==> src/rtl/sram_arb_pkg.sv <==
// Shared types for the SRAM client arbiter: client IDs, FSM states, VGA phase codes
// and the latched Wishbone request bundle.
package sram_arb_pkg;

  localparam int ADDR_W = 32;
  localparam int DATA_W = 32;
  localparam int SEL_W  = 4;

  typedef enum logic [1:0] {
    CLI_CPU  = 2'd0,
    CLI_VGA  = 2'd1,
    CLI_UART = 2'd2,
    CLI_NONE = 2'd3
  } client_e;

  typedef enum logic [1:0] {
    ST_IDLE    = 2'd0,
    ST_ACTIVE  = 2'd1,
    ST_RELEASE = 2'd2
  } arb_state_e;

  typedef enum logic [1:0] {
    VGA_INACTIVE   = 2'd0,
    VGA_PRE_ACTIVE = 2'd1,
    VGA_ACTIVE     = 2'd2
  } vga_state_e;

  typedef struct packed {
    logic              we;
    logic [ADDR_W-1:0] addr;
    logic [DATA_W-1:0] wdata;
    logic [SEL_W-1:0]  sel;
  } wb_req_t;

endpackage

==> src/rtl/arb_timeout_counter.sv <==
// Counts cycles of an open bus transaction; expired is high in the last allowed cycle.
module arb_timeout_counter #(
  parameter int TIMEOUT_CYCLES = 255
) (
  input  logic clk,
  input  logic nrst,
  input  logic clr,
  input  logic en,
  output logic expired
);

  localparam int CNT_W = (TIMEOUT_CYCLES > 1) ? $clog2(TIMEOUT_CYCLES) : 1;
  localparam logic [CNT_W-1:0] LAST = CNT_W'(TIMEOUT_CYCLES - 1);

  logic [CNT_W-1:0] cnt;

  always_ff @(posedge clk or negedge nrst) begin
    if (!nrst)
      cnt <= '0;
    else if (clr)
      cnt <= '0;
    else if (en && !expired)
      cnt <= cnt + CNT_W'(1);
  end

  assign expired = en && (cnt == LAST);

endmodule

==> src/rtl/sram_client_arbiter.sv <==
// Arbitrates CPU, UART and VGA onto a single Wishbone master port; VGA has absolute
// priority, CPU/UART alternate, and a stalled slave is aborted after TIMEOUT_CYCLES.
module sram_client_arbiter
  import sram_arb_pkg::*;
#(
  parameter int TIMEOUT_CYCLES = 255,
  parameter bit RR_INIT        = 1'b0
) (
  input  logic        clk,
  input  logic        nrst,
  input  logic        cpu_req,
  input  logic        cpu_we,
  input  logic [31:0] cpu_addr,
  input  logic [31:0] cpu_wdata,
  input  logic [3:0]  cpu_sel,
  output logic [31:0] cpu_rdata,
  output logic        cpu_ack,
  input  logic        uart_req,
  input  logic        uart_we,
  input  logic [31:0] uart_addr,
  input  logic [31:0] uart_wdata,
  input  logic [3:0]  uart_sel,
  output logic [31:0] uart_rdata,
  output logic        uart_ack,
  input  logic        vga_req,
  input  logic [31:0] vga_addr,
  input  logic [3:0]  vga_sel,
  input  logic [1:0]  vga_state,
  output logic [31:0] vga_rdata,
  output logic        vga_busy,
  output logic        wb_cyc,
  output logic        wb_stb,
  output logic        wb_we,
  output logic [31:0] wb_adr,
  output logic [31:0] wb_dat_o,
  output logic [3:0]  wb_sel,
  input  logic [31:0] wb_dat_i,
  input  logic        wb_ack,
  output logic [1:0]  current_client,
  output logic        bus_err
);

  arb_state_e state, next_state;
  client_e    grant_cli, lat_cli;
  wb_req_t    grant_req, lat_req;
  logic       grant_vld;
  logic       rr_ptr;  // 0: CPU served last, 1: UART served last
  logic       vga_block;
  logic       expired;
  logic       txn_end, txn_to;

  assign vga_block = (vga_state == VGA_PRE_ACTIVE) || (vga_state == VGA_ACTIVE);
  assign txn_end   = (state == ST_ACTIVE) && (wb_ack || expired);
  assign txn_to    = (state == ST_ACTIVE) && expired && !wb_ack;

  arb_timeout_counter #(.TIMEOUT_CYCLES(TIMEOUT_CYCLES)) u_timeout (
    .clk     (clk),
    .nrst    (nrst),
    .clr     (state != ST_ACTIVE),
    .en      (state == ST_ACTIVE),
    .expired (expired)
  );

  always_comb begin
    grant_cli = CLI_NONE;
    if (vga_req)
      grant_cli = CLI_VGA;
    else if (!vga_block && cpu_req && uart_req)
      grant_cli = rr_ptr ? CLI_CPU : CLI_UART;
    else if (!vga_block && cpu_req)
      grant_cli = CLI_CPU;
    else if (!vga_block && uart_req)
      grant_cli = CLI_UART;
  end

  assign grant_vld = (grant_cli != CLI_NONE);

  always_comb begin
    grant_req = '0;
    case (grant_cli)
      CLI_CPU:  grant_req = {cpu_we, cpu_addr, cpu_wdata, cpu_sel};
      CLI_UART: grant_req = {uart_we, uart_addr, uart_wdata, uart_sel};
      CLI_VGA:  grant_req = {1'b0, vga_addr, 32'd0, vga_sel};
      default:  grant_req = '0;
    endcase
  end

  always_ff @(posedge clk or negedge nrst) begin
    if (!nrst)
      state <= ST_IDLE;
    else
      state <= next_state;
  end

  always_comb begin
    next_state = state;
    case (state)
      ST_IDLE:    if (grant_vld) next_state = ST_ACTIVE;
      ST_ACTIVE:  if (txn_end) next_state = ST_RELEASE;
      ST_RELEASE: next_state = ST_IDLE;
      default:    next_state = ST_IDLE;
    endcase
  end

  always_comb begin
    wb_cyc         = 1'b0;
    wb_stb         = 1'b0;
    wb_we          = 1'b0;
    current_client = CLI_NONE;
    vga_busy       = 1'b1;
    case (state)
      ST_ACTIVE: begin
        wb_cyc         = 1'b1;
        wb_stb         = 1'b1;
        wb_we          = lat_req.we;
        current_client = lat_cli;
        vga_busy       = !((lat_cli == CLI_VGA) && wb_ack);
      end
      ST_RELEASE: current_client = lat_cli;
      default: ;
    endcase
  end

  assign wb_adr    = lat_req.addr;
  assign wb_dat_o  = lat_req.wdata;
  assign wb_sel    = lat_req.sel;
  assign vga_rdata = wb_dat_i;

  // Grant latch and round-robin pointer update happen together at the IDLE edge.
  always_ff @(posedge clk or negedge nrst) begin
    if (!nrst) begin
      lat_req <= '0;
      lat_cli <= CLI_NONE;
      rr_ptr  <= RR_INIT;
    end else if (state == ST_IDLE && grant_vld) begin
      lat_req <= grant_req;
      lat_cli <= grant_cli;
      if (grant_cli == CLI_CPU)
        rr_ptr <= 1'b0;
      else if (grant_cli == CLI_UART)
        rr_ptr <= 1'b1;
    end
  end

  // Completion: acks land in RELEASE; a timeout forces read data to zero.
  always_ff @(posedge clk or negedge nrst) begin
    if (!nrst) begin
      cpu_ack    <= 1'b0;
      uart_ack   <= 1'b0;
      bus_err    <= 1'b0;
      cpu_rdata  <= '0;
      uart_rdata <= '0;
    end else begin
      cpu_ack  <= txn_end && (lat_cli == CLI_CPU);
      uart_ack <= txn_end && (lat_cli == CLI_UART);
      bus_err  <= txn_to;
      if (txn_end && lat_cli == CLI_CPU) begin
        if (txn_to)
          cpu_rdata <= '0;
        else if (!lat_req.we)
          cpu_rdata <= wb_dat_i;
      end
      if (txn_end && lat_cli == CLI_UART) begin
        if (txn_to)
          uart_rdata <= '0;
        else if (!lat_req.we)
          uart_rdata <= wb_dat_i;
      end
    end
  end

endmodule

==> config.mk <==
export PLATFORM = sky130hd
export DESIGN_NAME = sram_client_arbiter
export DESIGN_NICKNAME = d
export VERILOG_FILES = /design/src/rtl/sram_arb_pkg.sv /design/src/rtl/arb_timeout_counter.sv /design/src/rtl/sram_client_arbiter.sv
export SDC_FILE = /design/constraint.sdc
export NUM_CORES = 1
export LEC_CHECK = 0
export CELL_PAD_IN_SITES_DETAIL_PLACEMENT = 0
export CELL_PAD_IN_SITES_GLOBAL_PLACEMENT = 1
export CORE_MARGIN = 5
export CORE_UTILIZATION = 26
export CTS_CLUSTER_SIZE = 25
export DETAILED_ROUTE_END_ITERATION = 8
export HOLD_SLACK_MARGIN = 0.1
export PLACE_DENSITY_LB_ADDON = 0.1
export SLEW_MARGIN = 20
export SYNTH_ARGS = -nofsm -noshare
export SYNTH_HDL_FRONTEND = slang
export SYNTH_HIERARCHICAL = 1
export SYNTH_SLANG_ARGS = --single-unit
==> constraint.sdc <==
create_clock -name clk -period 2.2 [get_ports clk]
set_input_delay 0.22 -clock clk [delete_from_list [all_inputs] [get_ports clk]]
set_output_delay 0.22 -clock clk [all_outputs]
set_load 0.02 [all_outputs]
==> Word-level counts from Yosys, hierarchy flattened <==
Index checks and enable logic that the tools add are counted.
{ "word_totals": {"in_bits": 214, "output_inout_bits": 173, "ff_bits": 149, "elab_cells": 75} }
{ "classes": {"eq_ne": 14, "mux": 19, "reduce_logical": 28, "add_sub_neg": 1} }
{ "ops": {"columns": ["op", "n"], "rows": [
  ["$pmux 69 s3", 1],
  ["$mux 32", 2],
  ["$mux 8", 2],
  ["$mux 2", 7],
  ["$logic_and 1x1->1", 12],
  ["$add 8x1->8 const B", 1],
  ["$eq 2x1->1 const B", 4],
  ["$eq 2x2->1 const B", 4],
  ["$eq 8x8->1 const B", 1],
  ["$reduce_and 2->1", 4],
  ["$logic_not 2->1", 3],
  ["$mux 1", 6],
  ["$ne 2x2->1 const B", 3],
  ["$logic_not 1->1", 4],
  ["$ne 2x1->1 const B", 2],
  ["$pmux 2 s2", 1],
  ["$reduce_bool 2->1", 2],
  ["$logic_or 1x1->1", 2],
  ["$reduce_or 2->1", 1]
]} }

==> Depth between registers and ports, before layout <==
{ "logic_depth": {"ltp_word": 11, "mapped_depth": 10, "mapped_depth_nobuf": 8} }

==> Cells and area by module <==
Netlist, hierarchy kept.
{ "by_module_without_submodules": {"columns": ["module", "cells_per_inst", "instances", "seq_area_each_um2", "area_each_um2"], "rows": [
  ["sram_client_arbiter", 739, 1, 3530.9, 6772.7],
  ["arb_timeout_counter", 48, 1, 200.2, 506.7]
]} }

==> Worst setup path after synthesis <==
OpenSTA, ideal clock, no wires.
{ "synth_path": {"path_type": "register to register", "start": "reg u_timeout.cnt[0]", "end": "reg uart_rdata[0]", "arrival_time_ns": 2.045, "setup_ns": 0.134, "path_slack_ns": 0.021, "stages_incl_launch_ff": 10, "synth_period_minus_slack_ns": 2.179, "t_required_ns": 2.066, "n_path_buf": 2, "cell_sequence": "dfrtp_1 inv_1 ha_1 and4_4 and3_2 or2_2 clkbuf_1 nand4_1 clkbuf_1 o21ai_0"} }
{ "synth_via": {"elab_chain_cells": 6, "elab_cells_between_ends": 10, "classes_between": "eq/ne (2); mux (1); reduce/logical (7)"} }
{ "synth_rtl": {"columns": ["item", "line_no", "rtl"], "rows": [
  ["start: declaration", "arb_timeout_counter.sv:15", "logic [CNT_W-1:0] cnt;"],
  ["start signal: assignment", "arb_timeout_counter.sv:23", "cnt <= cnt + CNT_W'(1);"],
  ["$eq 8x8->1 *", "arb_timeout_counter.sv:26", "assign expired = en && (cnt == LAST);"],
  ["$logic_and 1x1->1 *", "arb_timeout_counter.sv:26", null],
  ["named net expired", "sram_client_arbiter.sv:49", "logic expired;"],
  ["$logic_and 1x1->1 / $logic_or 1x1->1 (equally long branches)", "sram_client_arbiter.sv:54, sram_client_arbiter.sv:53", null],
  ["$logic_and 1x1->1, on equally long branches", "sram_client_arbiter.sv:54, sram_client_arbiter.sv:53", null],
  ["$ne 2x1->1 (no source line) / $logic_and 1x1->1 (equally long branches)", null, null],
  ["$reduce_and 2->1 (no source line)", null, null],
  ["end signal: assignment", "sram_client_arbiter.sv:167", "uart_rdata <= wb_dat_i;"],
  ["end: declaration", "sram_client_arbiter.sv:23", "output logic [31:0] uart_rdata,"]
]} }
The timed path passes the listed nets; every way through them passes the cells marked *.
A chain may end at the register's enable or synchronous reset.

==> Worst setup path after layout <==
{ "layout_path": {"start": "reg u_timeout.cnt[0]", "end": "reg cpu_rdata[5]"} }
{ "layout_via": {"elab_chain_cells": 6, "elab_cells_between_ends": 10, "classes_between": "eq/ne (2); mux (1); reduce/logical (7)"} }
{ "layout_rtl": {"columns": ["item", "line_no", "rtl"], "rows": [
  ["$eq 8x8->1 *", "arb_timeout_counter.sv:26", null],
  ["$logic_and 1x1->1 *", "arb_timeout_counter.sv:26", null],
  ["named net expired", "sram_client_arbiter.sv:49", null],
  ["$logic_and 1x1->1 / $logic_or 1x1->1 (equally long branches)", "sram_client_arbiter.sv:54, sram_client_arbiter.sv:53", null],
  ["$logic_and 1x1->1, on equally long branches", "sram_client_arbiter.sv:54, sram_client_arbiter.sv:53", null],
  ["$ne 2x1->1 (no source line) / $logic_and 1x1->1 (equally long branches)", null, null],
  ["$reduce_and 2->1 (no source line)", null, null],
  ["end signal: assignment", "sram_client_arbiter.sv:161", "cpu_rdata <= wb_dat_i;"],
  ["end: declaration", "sram_client_arbiter.sv:16", "output logic [31:0] cpu_rdata,"]
]} }
Marked as above.

==> parameters.txt <==
Parameter                              Value

Layout
  Fillers    2792
  Layout Nets    1286
  Layout cells sized above 1    0.0722
  Layout Area Growth over Synthesis    60.0%

Synthesis
  Fraction of the yosys area taken by sequential cells    0.513
  Top cells by area, synth    sky130_fd_sc_hd__dfrtp_1 51%, sky130_fd_sc_hd__buf_4 11%, sky130_fd_sc_hd__a22oi_1 7.1%
  Post-synthesis sequential element count    149
  Average cell area after synthesis    9.25 sq um
  Number of synthesized flops with an enable pin    0
  Post-synthesis cell type with the largest combined area    sky130_fd_sc_hd__dfrtp_1
  Yosys warning count    6
  Main flop type after synthesis    sky130_fd_sc_hd__dfrtp_1
  Most frequent cell after synthesis    sky130_fd_sc_hd__dfrtp_1
  Share of flip-flops with an asynchronous set or reset    1.00
  Number of instances in the synthesized netlist    between 700 and 800
  Synth unique cells    44
  Synth top cells by count    147 x sky130_fd_sc_hd__dfrtp_1, 135 x sky130_fd_sc_hd__nand2_1, 103 x sky130_fd_sc_hd__buf_4, 77 x sky130_fd_sc_hd__nor2_1, 69 x sky130_fd_sc_hd__a22oi_1
  Area fraction of the dominant cell type after synthesis    0.505
  Combined area of all synthesized cells    0.00728 sq mm
  Mapped Nets    1005

Worst setup path
  Category of the worst setup path capture point    register
  Most used cell along the critical path    sky130_fd_sc_hd__buf_4
  Worst-path fanout max    8
  Largest incremental delay on the critical path    0.41 ns
  Worst reg-to-reg setup slack    0.13 ns
  WP buf/inv    4
  RR Endpoint    cpu_rdata[5]$_DFFE_PN0P_
  Launching element type of the critical path    register
  CP delay by family, top    simple AND/OR/NAND/NOR gates
  Reg2Reg Launch Point    u_timeout/cnt[0]$_DFFE_PN0P_
  Cells traversed along the worst timing path    inv_2 -> ha_4 -> and4_4 -> and3_4 -> or2_4 -> nand4_1 -> buf_4 -> buf_4 -> buf_6 -> nand2_1 -> o21ai_0
  Crit path DAT    between 2 and 2.5 ns
  Cell with the biggest individual delay on the critical path    sky130_fd_sc_hd__dfrtp_1
  Kind of critical path    register to register
  Reg2Reg Depth    11
  Required time of the critical path    2.49 ns

Global route
  Global-route wire length before repair    39300 um
  Sum of overflow across all layers after global routing    0
  M2 GR Usage    0.267
  Met1 routing resource usage after global routing    0.196
  Highest-utilization routing layer at the global route stage    met2
  GR met3 Demand/Resource    0.0673
  Initial antenna violation count    4
  Vias in the first global route    6519
  GRT Util Overall    0.163
  Pin count of the biggest net entering global routing    between 80 and 90

Detailed routing
  Iteration-0 DRC count of the detailed router    355
  DRT Wirelength    roughly 27000 um
  Number of routed nets with antenna violations    0
  Post-detailed-route wirelength per cell    18.4 um
  First-pass iteration count of the detailed router    4
  Number of design rule violations left after detail routing    0
  Drt via density    approximately 4.4
  Routed via count    6471

Power
  Power per Cell Area    1300 mW/mm^2
  Leakage dissipation    4.80 nW
  Overall power consumption    15.2 mW
  Largest voltage drop on the vdd net    0.000426 V

Die
  I/O pin count    387
  Die span in y    ~180 um
  Chip Width    177 um
  Total Die Area    0.0314 sq mm
  Core Rows    61
  Effective utilization at floorplan    0.263
  Std-Cell Core Area    0.0277 sq mm

STA
  Final worst clock skew    0.0122 ns
  Final-report max-slew violation count    0
  Post-Route Setup TNS    0 ns
  Slew Limit Headroom    0.668
  Smallest hold slack    0.278 ns
  Final setup fails    0
  Actual slew at the worst max-slew pin    0.498 ns
  Final Cycle Share    0.943
  Crit path time final    2.07 ns
  Unrepaired setup endpoints after global routing    false
  Highest achievable clock rate    482 MHz
  Hold violation count in the final report    0

Placed design
  GP Congestion    0.766
  Total of buffers placed on input and output ports    approximately 390
  Post-DP HPWL    roughly 20000 um

Clock tree
  Max Buffers Root-to-Sink    2
  Clock root buffer master    sky130_fd_sc_hd__clkbuf_16
  Clock tree from TritonCTS    built
  Clock Sink Count    149
  Clock latency at the later pin of the worst-skew pair    0.42 ns
  Clk slew on worst S/H paths    0.07 ns
  Clock buffers created by TritonCTS    17
  H-Tree Depth    4

Outcome
  Outcome    complete, no violations

Min path
  Launch point of the worst hold path    vga_req
  Hold Crit Class    input pin to register
  Cell depth of the worst hold path    3
  Hold Crit Endpoint    rr_ptr$_DFFE_PN0P_

Flow run
  # Max-Cap Violations    0
## logic make-up after synthesis
family / after synthesis / synth area share
buffers and inverters: 163 / 0.141
AOI/OAI and AO/OA: 228 / 0.193
xor gates and xnor gates: 1 / 0.00224
adders and majority gates: 4 / 0.00688
muxes: 3 / 0.00550
and+or+nand+nor: 239 / 0.138
DFF: 149 / 0.513
## metal layers
layer,vias up,share of wire
li1,3176,-
met1,2996,0.39
met2,266,0.49
met3,29,0.099
met4,4,0.020
met5,-,0.0013
## how the worst max path moves through the flow
stage | slack (ns) | startpoint | end | cells after the start
2_1_floorplan | 0.02 | u_timeout/cnt[0]$_DFFE_PN0P_ | uart_rdata[0]$_DFFE_PN0P_ | 9
3_3_place_gp | 0.07 | vga_state[0] | wb_dat_o[1]$_DFFE_PN0P_ | 7
3_5_place_dp | 0.04 | vga_state[0] | wb_dat_o[1]$_DFFE_PN0P_ | 7
4_1_cts | 0.07 | u_timeout/cnt[0]$_DFFE_PN0P_ | cpu_rdata[5]$_DFFE_PN0P_ | 8
5_1_grt | 0.02 | u_timeout/cnt[0]$_DFFE_PN0P_ | cpu_rdata[31]$_DFFE_PN0P_ | 9
6_report | 0.13 | u_timeout/cnt[0]$_DFFE_PN0P_ | cpu_rdata[5]$_DFFE_PN0P_ | 11
## flip-flops by register name (all words and copies together), names as in the netlist
signal and count:
u_timeout/cnt 8, wb_adr 32, state 2, cpu_rdata 32, uart_ack 1, wb_dat_o 32
uart_rdata 32, lat_req 1, lat_cli 2, rr_ptr 1, cpu_ack 1, wb_sel 4
bus_err 1
## per-stage QoR
stage	instances	util	setup WS (ns)	cell area, sq um
6_report	1461	0.420	0.126	11600
5_1_grt	1461	0.420	0.0232	11600
4_1_cts	1449	0.415	0.0651	11500
3_5_place_dp	1416	0.393	0.0355	10900
3_3_place_gp	1416	0.393	0.0726	10900
2_1_floorplan	787	-	0.0215	7280
## layout by cell type, fill, tap and decap left out, drive strengths merged, types with 2 or more instances in the layout
cell type,count
and3,4
a21oi,43
nand3,2
mux2,2
nand2,135
a31oi,38
a21boi,3
ha,4
clkinvlp,2
nor2b,2
a22oi,69
dlymetal6s2s,2
diode,2
and4,2
dfrtp,147
nor3,3
a311oi,2
buf,27
clkbuf,20
dfstp,2
nor2,77
and2,2
clkdlybuf4s50,380
dlygate4sd2,2
inv,19
clkinv,3
o31ai,3
nand4,4
o21ai,66
## where the power goes
| group | switching [mW] | total [mW] | internal, mW |
|---|---|---|---|
| combinational | 3.98 | 7.46 | 3.48 |
| clock | 1.34 | 2.96 | 1.61 |
| sequential | 0.691 | 4.74 | 4.05 |
## tightest hold or removal path, stage by stage
cell and delay, ns:
sky130_fd_sc_hd__buf_2 0.17, sky130_fd_sc_hd__nor2_1 0.15, sky130_fd_sc_hd__a31oi_1 0.10
## cell type report
type                    count  area, sq um  area share
clock buffers              17          425      0.0365
well taps                 378          473      0.0406
inverters                  10         37.5     0.00322
flip-flops and latches    149         3730       0.320
clock inverters            15          161      0.0139
diodes                      2         5.00    0.000430
repair buffers            415         4260       0.366
multi-input cells         475         2550       0.219
## timing repair
action	in CTS	in global routing
resized for setup	2	17
cloned	0	4
hold buffers	1	0
endpoints found under the setup margin	2	59
setup buffers	0	6
endpoints found under the hold margin	45	0
pin swaps	0	1
Note: power is estimated with default switching activity, not from simulation.
